--- config.mk ---
export PLATFORM = sky130hd
export DESIGN_NAME = mac_seq_ctrl
export DESIGN_NICKNAME = d
export VERILOG_FILES = /design/src/rtl/mac_pkg.sv /design/src/rtl/mac_seq_ctrl.sv
export SDC_FILE = /design/constraint.sdc
export NUM_CORES = 1
export LEC_CHECK = 0
export ABC_AREA = 1
export CAP_MARGIN = 20
export CORE_UTILIZATION = 48
export DETAILED_ROUTE_END_ITERATION = 8
export GPL_TIMING_DRIVEN = 0
export HOLD_SLACK_MARGIN = 0.05
export PLACE_DENSITY = 0.85
export SLEW_MARGIN = 30
export SYNTH_ARGS = -nofsm -noshare
export SYNTH_HDL_FRONTEND = slang
export SYNTH_SLANG_ARGS = --single-unit
--- constraint.sdc ---
create_clock -name clk -period 2.95 [get_ports clk]
set_input_delay 0.295 -clock clk [delete_from_list [all_inputs] [get_ports clk]]
set_output_delay 0.295 -clock clk [all_outputs]
set_load 0.01 [all_outputs]
--- src/rtl/mac_pkg.sv ---
// Shared definitions for the MAC sequencing controller: op codes, state encoding
// and default operand/accumulator widths.
package mac_pkg;

   localparam int DEF_DATA_W = 8;
   localparam int DEF_ACC_W  = 2*DEF_DATA_W + 1;

   localparam logic OP_SOP = 1'b0;
   localparam logic OP_TRI = 1'b1;

   localparam logic [2:0] ENC_IDLE    = 3'd0;
   localparam logic [2:0] ENC_ISSUE1  = 3'd1;
   localparam logic [2:0] ENC_ISSUE2  = 3'd2;
   localparam logic [2:0] ENC_CAPTURE = 3'd3;
   localparam logic [2:0] ENC_DONE    = 3'd4;

   typedef enum logic [2:0] {
      ST_IDLE    = ENC_IDLE,
      ST_ISSUE1  = ENC_ISSUE1,
      ST_ISSUE2  = ENC_ISSUE2,
      ST_CAPTURE = ENC_CAPTURE,
      ST_DONE    = ENC_DONE
   } state_t;

endpackage

--- src/rtl/mac_seq_ctrl.sv ---
// Initiator for an external MAC unit: takes one job per handshake, drives the MAC
// over two issue cycles, captures its registered output and holds it for the consumer.
module mac_seq_ctrl
   import mac_pkg::*;
#(
   parameter int DATA_W = DEF_DATA_W,
   parameter int ACC_W  = DEF_ACC_W
) (
   input  logic              clk,
   input  logic              reset,
   input  logic              job_valid,
   output logic              job_ready,
   input  logic              job_op,
   input  logic [DATA_W-1:0] job_a,
   input  logic [DATA_W-1:0] job_x,
   input  logic [DATA_W-1:0] job_b,
   input  logic [DATA_W-1:0] job_c,
   output logic [DATA_W-1:0] mac_in_1,
   output logic [DATA_W-1:0] mac_in_2,
   output logic [DATA_W-1:0] mac_in_add,
   output logic              mac_mode,
   output logic              mac_mul_input_mux,
   output logic              mac_adder_input_mux,
   input  logic [ACC_W-1:0]  mac_output,
   output logic              res_valid,
   input  logic              res_ready,
   output logic [ACC_W-1:0]  res_data,
   output logic              res_op
);

   state_t            state, state_next;
   logic [DATA_W-1:0] op_a, op_x, op_b, op_c;
   logic              op_sel;

   assign job_ready = (state == ST_IDLE);
   assign res_valid = (state == ST_DONE);

   always_ff @(posedge clk or posedge reset) begin
      if (reset) begin
         state <= ST_IDLE;
      end else begin
         state <= state_next;
      end
   end

   // Operands are captured only on the accepting edge so later job_* activity is harmless.
   always_ff @(posedge clk or posedge reset) begin
      if (reset) begin
         op_a   <= '0;
         op_x   <= '0;
         op_b   <= '0;
         op_c   <= '0;
         op_sel <= OP_SOP;
      end else if (job_valid && job_ready) begin
         op_a   <= job_a;
         op_x   <= job_x;
         op_b   <= job_b;
         op_c   <= job_c;
         op_sel <= job_op;
      end
   end

   always_ff @(posedge clk or posedge reset) begin
      if (reset) begin
         res_data <= '0;
         res_op   <= OP_SOP;
      end else if (state == ST_CAPTURE) begin
         res_data <= mac_output;
         res_op   <= op_sel;
      end
   end

   // TRI feeds the accumulator back into the multiplier; SOP feeds it into the adder.
   always_comb begin
      state_next          = state;
      mac_in_1            = '0;
      mac_in_2            = '0;
      mac_in_add          = '0;
      mac_mode            = 1'b0;
      mac_mul_input_mux   = 1'b0;
      mac_adder_input_mux = 1'b0;
      unique case (state)
         ST_IDLE: begin
            if (job_valid) state_next = ST_ISSUE1;
         end
         ST_ISSUE1: begin
            mac_in_1   = op_a;
            mac_in_2   = op_x;
            mac_mode   = op_sel;
            if (op_sel == OP_TRI) mac_in_add = op_b;
            state_next = ST_ISSUE2;
         end
         ST_ISSUE2: begin
            mac_mode = op_sel;
            if (op_sel == OP_TRI) begin
               mac_in_2          = op_x;
               mac_in_add        = op_c;
               mac_mul_input_mux = 1'b1;
            end else begin
               mac_in_1            = op_b;
               mac_in_2            = op_c;
               mac_adder_input_mux = 1'b1;
            end
            state_next = ST_CAPTURE;
         end
         ST_CAPTURE: begin
            state_next = ST_DONE;
         end
         ST_DONE: begin
            if (res_ready) state_next = ST_IDLE;
         end
         default: begin
            state_next = ST_IDLE;
         end
      endcase
   end

endmodule

## Word level (Yosys, flattened, before mapping)

Index checks and enable logic that the tools add are counted.
Widths: inputs -> output; s select.

- Register bits: 54
- Latch bits: 0
- Memory bits (writable): 0
- Memory bits (read-only): 0
- Input port bits: 54
- Output and inout port bits: 47
- Logic and storage cells: 33
- Memories: 0

- Add/sub/neg operators: 0
- Multipliers: 0
- Div/mod/pow operators: 0
- Magnitude comparators: 0
- Equality and inequality tests: 6
- Shift-type cells: 0
- Mux-type cells: 15
- Bitwise gates (word level): 0
- Reduce and logical (&&, ||, !) cells: 4

Operator list:

| cell | count |
|---|---|
| $pmux 8 s2 | 3 |
| $mux 8 | 4 |
| $pmux 3 s5 | 1 |
| $eq 3x2->1 const B | 2 |
| $mux 3 | 2 |
| $mux 1 | 5 |
| $eq 3x1->1 const B | 1 |
| $eq 3x3->1 const B | 1 |
| $logic_not 3->1 | 1 |
| $ne 2x1->1 const B | 1 |
| $ne 2x2->1 const B | 1 |
| $reduce_and 2->1 | 1 |
| $reduce_or 2->1 | 1 |
| $logic_and 1x1->1 | 1 |

## Longest topological paths before layout

Gate-level depths: netlist of run 1.

- Depth after elaboration: 3
- Gate-level depth with buffers: 6

## Worst setup path after synthesis of run 1

OpenSTA, ideal clock, no wires.

- Kind: register to output
- Start point: register state[1]
- End point: output port mac_in_add[0]
- Arrival time: 1.093 ns
- Required time: 2.655 ns
- Path slack: 1.562 ns
- Cell stages (with the launch flop): 5
- Path buffers: 1
- Cell sequence: dfrtp_1 inv_2 nand3_1 buf_2 o21ai_0

- Word-level cells in the longest chain between the ends: 2

Ends and longest elaborated chain:

| element | line | source |
|---|---|---|
| from (decl) | mac_seq_ctrl.sv:31 | `state_t state, state_next;` |
| from (signal assigned) | mac_seq_ctrl.sv:42 | `state <= state_next;` |
| $eq 3x2->1 / $eq 3x1->1 (equally long branches) | mac_seq_ctrl.sv:82 | `unique case (state)` |
| $pmux 8 s2 * | mac_seq_ctrl.sv:82 |  |
| to (decl) | mac_seq_ctrl.sv:20 | `output logic [DATA_W-1:0] mac_in_add,` |

Every way passes the cells marked *; elsewhere a longest branch is shown, timed or not.

## Worst setup path in the final report of run 1

- Start point: register op_sel
- End point: output port mac_mode

- Word-level cells in the longest chain between the ends: 1

Ends and longest elaborated chain:

| element | line | source |
|---|---|---|
| from (decl) | mac_seq_ctrl.sv:33 | `logic op_sel;` |
| from (signal assigned) | mac_seq_ctrl.sv:59 | `op_sel <= job_op;` |
| $mux 1 | mac_seq_ctrl.sv:82 |  |
| to (decl) | mac_seq_ctrl.sv:21 | `output logic mac_mode,` |

Every way passes these cells.

==> results of run 1 <==
## layer usage
| metal | part of all wire | GRT usage |
|---|---|---|
| met1 | 0.41 | 0.3509 |
| met2 | 0.49 | 0.4911 |
| met3 | 0.074 | 0.05952 |
| met4 | 0.024 | 0.1077 |
| met5 | 0 | 0 |
## layout make-up
| type | count | area [sq um] |
|---|---|---|
| Clock buffer | 5 | 68.82 |
| Multi-Input combinational cell | 248 | 1112 |
| Inverter | 26 | 100.1 |
| Clock inverter | 3 | 21.27 |
| Timing Repair Buffer | 100 | 1011 |
| Sequential cell | 54 | 1351 |
| Fill cell | 388 | 1364 |
| Tap cell | 70 | 87.58 |
| Buffer | 26 | 121.4 |
## cell usage in the layout (no fill, tap or decap)
cell type        netlist  final
clkinv_4               0      1
clkbuf_8               0      5
buf_12                 0      1
nor2_4                 1      1
nor2_1                 5      5
nand3_1                3      3
inv_4                  0      1
buf_2                 16     16
a21oi_1                1      1
clkinv_1               1      1
clkbuf_1               4      4
clkinvlp_4             0      1
nor3_1                 1      1
nand2_1              160    160
inv_2                  2      2
nand3_2                2      2
clkinv_2               0      1
nand4_1               49     49
clkdlybuf4s50_1        0     99
o21ai_0               26     26
buf_1                  3      3
inv_1                 23     22
dfrtp_1               54     54
clkbuf_2               3      3
## registers in the layout (all words and copies together) (netlist names)
name and count:
op_b 8, res_data 17, res_op 1, state 3, op_c 8, op_a 8
op_x 8, op_sel 1
## kinds of logic after synthesis
kind of cell,count (synthesis),share of synthesized area
buffers and inverters,52,0.08162
DFF,54,0.5037
and+or+nand+nor,221,0.3643
AOI/OAI and AO/OA,27,0.05037
## where the power goes
part           internal, mW  switching (mW)  total (mW)
clock network         0.167           0.251       0.418
registers              1.10           0.298        1.40
logic                 0.942            1.21        2.15
## Yosys cell counts, types with 2 or more instances
master	n	area [sq um]
inv_1	23	86.33
nand4_1	49	306.5
buf_2	16	80.08
clkbuf_1	4	15.01
nand3_2	2	20.02
nand3_1	3	15.01
buf_1	3	11.26
o21ai_0	26	130.1
dfrtp_1	54	1351
nand2_1	160	600.6
nor2_1	5	18.77
inv_2	2	7.510
clkbuf_2	3	15.01
## worst min path at each step
stage / startpoint / endpoint / depth (start not counted) / slack [ns]
2_1_floorplan: mac_output[10] / res_data[10] / 2 / 0.44
3_3_place_gp: op_a[5] / op_a[5] / 2 / 0.46
3_5_place_dp: op_a[4] / op_a[4] / 2 / 0.46
4_1_cts: reset / res_data[7] / 2 / 0.28
5_1_grt: reset / res_data[7] / 2 / 0.29
6_report: reset / res_data[7] / 2 / 0.27
==> reports/metrics.yaml, run 1 <==
timing:
  rsz0062_at_grt: "false"
  setup_viol: 0
  skew_ns: 0.01299
  setup_tns_ns: 0
  setup_ws_ns: 0.4726
  holdWs_ns: 0.2723
  fin_crit_sh: 0.8398
  max_slew.worst_pin.slew_ns: 0.4276
  maxSlewViolCount: 0
  fmax_mhz: 403.6
  fin_crit_ns: 2.477
  slew_headroom: 0.7150
  hold_viol: 0
setup_path:
  path_buf_inv: 4
  endpoint_kind: "output pin"
  crit_chain: "buf_2, clkinv_1, buf_2, a21oi_1, clkdlybuf4s50_1"
  worstPathArrival_ns: 2.18
  critPathSlowestCell: "clkdlybuf4s50_1"
  path_depth: 5
  required_ns: 2.65
  path_class: "flip-flop to output pin"
  cp_common_cell: "buf_2"
  reg2reg_depth: 4
  timing.rr.start: "state[1]"
  cpLargestDelayFamily: "buffers and inverters"
  crit_fanout: 10
  cpPeakStageDelay_ns: 0.59
  cp-start-kind: "flip-flop"
  critical_path.endpoint: "mac_mode"
  rrSetupSlack_ns: 1.56
  r2r-end: "op_x[2]"
  timing.critical_path.from: "op_sel"
hold_path:
  hold_path.class: "input port to asynchronous set/reset pin"
drt:
  drtAntennaViolNets: 0
  dr_total_vias: 2868
  drc: 0
  viasPerCell: 5.391
  first_pass_iters: 5
  drt_iter0_markers: 223
  post_drt_wl_per_cell_um: 14.88
  routed_wl_um: 7915
clocking:
  htree_num_levels: 2
  tritoncts: "built"
  numCtsBuffers: 5
  cts_resized: 0
  cts_hold_buf: 0
  cts_root_buf: "clkbuf_8"
  cts_num_sinks: 54
  post-cts-setup-buffers: 0
  clk_pin_slew_ns: 0.10
  clock_path_buffers: 2
  clock_latency_ns: 0.31
finish:
  fin_util: 0.7396
  stdcell_count: 532
  syn_to_final_growth_pct: 44.40
  final_cell_area_sq_um: 3874
  fin_nets: 515
  diodes: 0
  drive_gt1_frac: 0.07359
synth:
  avgSynthCellArea_sq_um: 7.578
  syn_inst: 354
  synthFlopType: "dfrtp_1"
  synth_edf_count: 0
  synth_cell_types: 17
  syn_nets: 408
  synth_seq_cells: 54
  synth-seq-area-share: 0.5037
  ys_warn_count: 0
  async_flop_share: 1.000
  syn-cell-area_sq_um: 2683
power_and_ir_drop:
  total_power_mw: 3.968
  ir_worst_vdd_mv: 0.6259
  p_leak_nw: 1.926
  power.density_nw_per_um2: 1024
grt:
  gr-usage-all-layers: 0.2858
  antenna_found_initial: 0
  grt_start_max_net_pins: 37
  grt_pass1_vias: 2827
  overflow: 0
  grt_pass1_wl_um: 13210
outcome:
  status: "finished clean"
die:
  die_w_um: 76.76
  rows: 26
  die_y_um: 76.76
  initial_core_util: 0.5122
  die-area_sq_um: 5891
  core_sq_um: 5238
  io_pins: 101
place:
  post-place-ws_ns: 0.8585
  dpl_cell_area_sq_um: 3784
  portBuffers: 99
  dpl.hpwl_um: 6058
  placed_cells: 524
  gp_congestion: 0.8774
flow_run:
  cap_violations: 0
Note: power is estimated with default switching activity, not from simulation.
==> run 2, diff against run 1 <==
--- a/config.mk
+++ b/config.mk
@@ -7,11 +7,11 @@
 export LEC_CHECK = 0
 export ABC_AREA = 1
 export CAP_MARGIN = 20
-export CORE_UTILIZATION = 48
+export CORE_UTILIZATION = 44
 export DETAILED_ROUTE_END_ITERATION = 8
 export GPL_TIMING_DRIVEN = 0
 export HOLD_SLACK_MARGIN = 0.05
-export PLACE_DENSITY = 0.85
+export PLACE_DENSITY = 0.79
 export SLEW_MARGIN = 30
 export SYNTH_ARGS = -nofsm -noshare
 export SYNTH_HDL_FRONTEND = slang
==> constraint.sdc (replaced) <==
create_clock -name clk -period 2.3 [get_ports clk]
set_input_delay 0.23 -clock clk [delete_from_list [all_inputs] [get_ports clk]]
set_output_delay 0.23 -clock clk [all_outputs]
set_load 0.01 [all_outputs]
==> reports/metrics.yaml, run 2 (synthesis gave the netlist of run 1 again) <==
outcome:
  status: "finished clean"  # unchanged
finish:
  final_common_cell: "nand2_1"  # unchanged
  fin_nets: 515  # unchanged
  final_cell_area_sq_um: 3918  # was 3874 sq um
  drive_gt1_frac: 0.08009  # was 0.07359
  layout.cells.most_common_list: "nand2_1, clkdlybuf4s50_1, dfrtp_1"  # unchanged
  fill_cells: 519  # was 388
  seq_area_sq_um: 1353  # was 1351 sq um
  diodes: 0  # unchanged
  stdcell_count: 537  # was 532
  syn_to_final_growth_pct: 46.04  # was 44.40%
  largest_reg_flops: 17  # unchanged
  multi_input_area_sq_um: 1112  # unchanged
  largest-register: "res_data"  # unchanged
place:
  portBuffers: 99  # unchanged
  dpl_cell_area_sq_um: 3790  # was 3784 sq um
  placed_cells: 529  # was 524
  dpl.hpwl_um: 5709  # was 6058 um
  post-place-ws_ns: 0.2810  # was 0.8585 ns
  gp_congestion: 0.8780  # was 0.8774
setup_path:
  reg2reg_depth: 4  # unchanged
  rrSetupSlack_ns: 0.97  # was 1.56 ns
  timing.rr.start: "state[1]"  # unchanged
  required_ns: 2.07  # was 2.65 ns
  cp-start-kind: "flip-flop"  # unchanged
  critical_path.endpoint: "mac_in_1[5]"  # was mac_mode
  endpoint_kind: "output pin"  # unchanged
  r2r-end: "op_x[2]"  # unchanged
  path_class: "flip-flop to output pin"  # unchanged
  worstPathArrival_ns: 2.00  # was 2.18 ns
  timing.critical_path.from: "state[1]"  # was op_sel
  crit_fanout: 10  # unchanged
timing:
  slew_headroom: 0.7141  # was 0.7150
  fin_crit_sh: 0.9705
  fin_crit_ns: 2.232
  fmax_mhz: 448.0
  setup_ws_ns: 0.06779  # was 0.4726 ns
  hold_viol: 0  # unchanged
  maxSlewViolCount: 0  # unchanged
  setup_viol: 0  # unchanged
  holdWs_ns: 0.1752  # was 0.2723 ns
  skew_ns: 0.003624  # was 0.01299 ns
  rsz0062_at_grt: "true"  # was false
  max_slew.worst_pin.slew_ns: 0.4288  # was 0.4276 ns
clocking:
  htree_num_levels: 2  # unchanged
  tritoncts: "built"  # unchanged
  clock_path_buffers: 2  # unchanged
  numCtsBuffers: 5  # unchanged
  clk_pin_slew_ns: 0.09  # was 0.10 ns
  cts_root_buf: "clkbuf_8"  # unchanged
  cts_num_sinks: 54  # unchanged
  clock_latency_ns: 0.31  # about the same
drt:
  routed_wl_um: 7544  # was 7915 um
  post_drt_wl_per_cell_um: 14.05  # was 14.88 um
  drt_iter0_markers: 198  # was 223
  first_pass_iters: 4  # was 5
  drtAntennaViolNets: 0  # unchanged
  viasPerCell: 5.158  # was 5.391
  drc: 0  # unchanged
  dr_total_vias: 2770  # was 2868
power_and_ir_drop:
  power.density_nw_per_um2: 1302  # was 1024 nW/um^2
  ir_worst_vdd_mv: 0.6925  # was 0.6259 mV
  p_leak_nw: 2.052  # was 1.926 nW
  total_power_mw: 5.101  # was 3.968 mW
grt:
  overflow: 0  # unchanged
  gr-usage-all-layers: 0.2499  # was 0.2858
  antenna_found_initial: 0  # unchanged
  grt_pass1_vias: 2625  # was 2827
  grt_start_max_net_pins: 43  # was 37
  grt_pass1_wl_um: 12190  # was 13210 um
die:
  rows: 28  # was 26
  die_y_um: 80.08  # was 76.76 um
  die-area_sq_um: 6413  # was 5891 sq um
  io_pins: 101  # unchanged
  die_w_um: 80.08  # was 76.76 um
  core_sq_um: 5886  # was 5238 sq um
  initial_core_util: 0.4558  # was 0.5122
hold_path:
  hold_path.class: "input port to asynchronous set/reset pin"  # unchanged
flow_run:
  cap_violations: 0  # unchanged
-- run 2: cell types whose count changed in the layout (fill, tap and decap cells not counted), sizes merged --
cell	before	now
clkdlybuf4s50	99	92
dlymetal6s2s	0	7
clkbuf	12	17
buf	20	17
clkinv	3	2
clkinvlp	1	0
-- run 2: metal layers --
| metal | track usage | wire length [um] | vias up | share of wire |
|---|---|---|---|---|
| met5 | 0 | 0 | - | 0 |
| met4 | 0.07500 | 119 | 0 | 0.016 |
| met3 | 0.06818 | 467 | 11 | 0.062 |
| met2 | 0.4188 | 3687 | 104 | 0.49 |
| met1 | 0.3144 | 3269 | 1289 | 0.43 |
| li1 | - | - | 1366 | - |
-- run 2: power breakdown --
group	leakage (nW)	switching [mW]	internal [mW]	total (mW)
Combinational	1.34	1.54	1.23	2.77
Clock	0.0482	0.301	0.244	0.544
Sequential	0.669	0.376	1.41	1.79
-- run 2: area by class of cell --
class / count / share of cell area
sequential: 54 / 0.3453
clock buffer: 7 / 0.02204
timing repair buffer: 101 / 0.2645
tap: 75 / 0.02395
multi-input combinational: 248 / 0.2839
buffer: 25 / 0.03194
clock inverter: 1 / 0.001278
inverter: 26 / 0.02715
-- run 2: critical path: stages (launching register included) --
cell and delay [ns]:
dfrtp_1 0.46, clkbuf_4 0.25, clkbuf_4 0.22, nand4_1 0.12, nand2_1 0.10, clkdlybuf4s50_1 0.55
-- run 2: what timing repair did --
action	CTS	global route
resized for setup	2	20
endpoints found under the setup margin	12	26
setup buffers	0	1
pin swaps	0	1
hold buffers	0	0
-- run 2: stage by stage --
| step | util | setup TNS [ns] |
|---|---|---|
| 2_1_floorplan | - | 0 |
| 3_3_place_gp | 0.6401 | -12.06 |
| 3_5_place_dp | 0.6439 | 0 |
| 4_1_cts | 0.6588 | 0 |
| 5_1_grt | 0.6656 | -0.1499 |
| 6_report | 0.6656 | 0 |
-- run 2: worst min-delay path by stage --
stage	start	endpoint	slack (ns)	depth (start not counted)
2_1_floorplan	mac_output[10]	res_data[10]	0.37	2
3_3_place_gp	op_a[1]	op_a[1]	0.46	2
3_5_place_dp	op_a[1]	op_a[1]	0.46	2
4_1_cts	reset	res_data[6]	0.18	2
5_1_grt	reset	res_data[9]	0.18	2
6_report	reset	res_data[5]	0.18	2
==> run 3, diff against run 2 <==
--- a/config.mk
+++ b/config.mk
@@ -12,6 +12,7 @@
 export GPL_TIMING_DRIVEN = 0
 export HOLD_SLACK_MARGIN = 0.05
 export PLACE_DENSITY = 0.79
+export SKIP_LAST_GASP = 1
 export SLEW_MARGIN = 30
 export SYNTH_ARGS = -nofsm -noshare
 export SYNTH_HDL_FRONTEND = slang
==> reports/metrics.yaml, run 3 (synthesis gave the netlist of run 1 again) <==
outcome:
  status: "finished clean"  # unchanged
timing:
  fin_crit_ns: 2.243  # was 2.232 ns
  fin_crit_sh: 0.9752  # was 0.9705
  setup_viol: 0  # unchanged
  slew_headroom: 0.7141  # about the same
  maxSlewViolCount: 0  # unchanged
  hold_viol: 0  # unchanged
  fmax_mhz: 445.8  # was 448.0 MHz
  max_slew.worst_pin.slew_ns: 0.4289  # was 0.4288 ns
  skew_ns: 0.005084  # was 0.003624 ns
  rsz0062_at_grt: "true"  # unchanged
  setup_ws_ns: 0.05703  # was 0.06779 ns
drt:
  viasPerCell: 5.210  # was 5.158
  routed_wl_um: 7504  # was 7544 um
  dr_total_vias: 2798  # was 2770
  drt_iter0_markers: 178  # was 198
  post_drt_wl_per_cell_um: 13.97  # was 14.05 um
  first_pass_iters: 4  # unchanged
  drtAntennaViolNets: 0  # unchanged
  drc: 0  # unchanged
finish:
  diodes: 0  # unchanged
  layout.cells.most_common_list: "nand2_1, clkdlybuf4s50_1, dfrtp_1"  # unchanged
  largest_reg_flops: 17  # unchanged
  final_common_cell: "nand2_1"  # unchanged
  drive_gt1_frac: 0.08009  # unchanged
  largest-register: "res_data"  # unchanged
  syn_to_final_growth_pct: 45.85  # was 46.04%
  fin_util: 0.6648  # was 0.6656
  stdcell_count: 537  # unchanged
  fin_nets: 515  # unchanged
setup_path:
  rrSetupSlack_ns: 0.98  # was 0.97 ns
  reg2reg_depth: 4  # unchanged
  worstPathArrival_ns: 2.01  # was 2.00 ns
  endpoint_kind: "output pin"  # unchanged
  r2r-end: "op_x[2]"  # unchanged
  timing.rr.start: "state[1]"  # unchanged
  crit_fanout: 10  # unchanged
  cp-start-kind: "flip-flop"  # unchanged
  path_class: "flip-flop to output pin"  # unchanged
  required_ns: 2.07  # about the same
die:
  core_sq_um: 5886  # unchanged
  rows: 28  # unchanged
  io_pins: 101  # unchanged
  die_w_um: 80.08  # unchanged
  die-area_sq_um: 6413  # unchanged
  die_y_um: 80.08  # unchanged
  initial_core_util: 0.4558  # unchanged
grt:
  overflow: 0  # unchanged
  gr-usage-all-layers: 0.2499  # unchanged
  grt_start_max_net_pins: 43  # unchanged
  grt_pass1_vias: 2625  # unchanged
  antenna_found_initial: 0  # unchanged
  grt_pass1_wl_um: 12190  # unchanged
place:
  post-place-ws_ns: 0.2810  # unchanged
  portBuffers: 99  # unchanged
  gp_congestion: 0.8780  # unchanged
  dpl.hpwl_um: 5709  # unchanged
  placed_cells: 529  # unchanged
power_and_ir_drop:
  total_power_mw: 5.093  # was 5.101 mW
  p_leak_nw: 2.034  # was 2.052 nW
  power.density_nw_per_um2: 1302  # about the same
  ir_worst_vdd_mv: 0.6914  # was 0.6925 mV
clocking:
  clock_latency_ns: 0.31  # about the same
  numCtsBuffers: 5  # unchanged
  clock_path_buffers: 2  # unchanged
  tritoncts: "built"  # unchanged
  htree_num_levels: 2  # unchanged
  clk_pin_slew_ns: 0.09  # about the same
  cts_num_sinks: 54  # unchanged
  cts_hold_buf: 0  # unchanged
  cts_root_buf: "clkbuf_8"  # unchanged
hold_path:
  hold_path.class: "input port to asynchronous set/reset pin"  # unchanged
flow_run:
  cap_violations: 0  # unchanged
[run 3: cell types whose count changed in the layout (fill, tap and decap cells not counted)]
cell	previous run	this run
clkbuf_4	3	2
clkdlybuf4s50_1	92	93
dlymetal6s2s_1	7	6
buf_2	12	13
[run 3: how the worst max path moves through the flow]
stage / from / end / slack [ns] / cells past startpoint
floorplan: reset / op_a[0] / 0.76 / 1
global placement: reset / op_c[2] / -0.23 / 2
detailed placement: op_sel / mac_mode / 0.28 / 5
CTS: state[1] / mac_in_add[6] / 0.01 / 5
global route: state[1] / mac_in_1[0] / -0.04 / 5
finish: state[1] / mac_in_1[5] / 0.06 / 5
[run 3: routing by layer]
metal,share of wire,global-route usage,wire length [um],vias up
met2,0.48,0.4188,3608,111
met3,0.073,0.06818,545,17
met5,0,0,0,-
met1,0.42,0.3144,3189,1303
met4,0.021,0.07500,159,0
li1,-,-,-,1367
[run 3: through the flow]
| step | hold WS (ns) | TNS [ns] | cell area (sq um) |
|---|---|---|---|
| finish | 0.1716 | 0 | 3913 |
| CTS | 0.1793 | 0 | 3877 |
| detailed placement | 0.4634 | 0 | 3790 |
| global route | 0.1780 | -0.1921 | 3913 |
| global placement | 0.4560 | -12.06 | 3767 |
| floorplan | 0.3731 | 0 | 2683 |
[run 3: what timing repair did]
action / CTS / global route
buffers inserted: 0 / 1
gates resized for setup: 2 / 18
pin swaps: 0 / 1
endpoints found under the setup margin: 12 / 26
[run 3: layout make-up]
type,instances,area [sq um]
Fill cell,521,1973
Inverter,26,106.4
Timing Repair Buffer,101,1033
Clock inverter,1,5.005
Clock buffer,7,86.33
Tap cell,75,93.84
Multi-Input combinational cell,248,1112
Buffer,25,122.6
Sequential cell,54,1353
[run 3: power breakdown]
part	internal, mW	switching [mW]	total, mW
Clock	0.244	0.300	0.544
Sequential	1.41	0.373	1.78
Combinational	1.23	1.54	2.76
[run 3: critical path, cell delays in order (launching register included)]
cell and delay, ns:
dfrtp_1 0.45, buf_2 0.25, clkbuf_4 0.24, nand4_1 0.12, nand2_1 0.10, clkdlybuf4s50_1 0.55
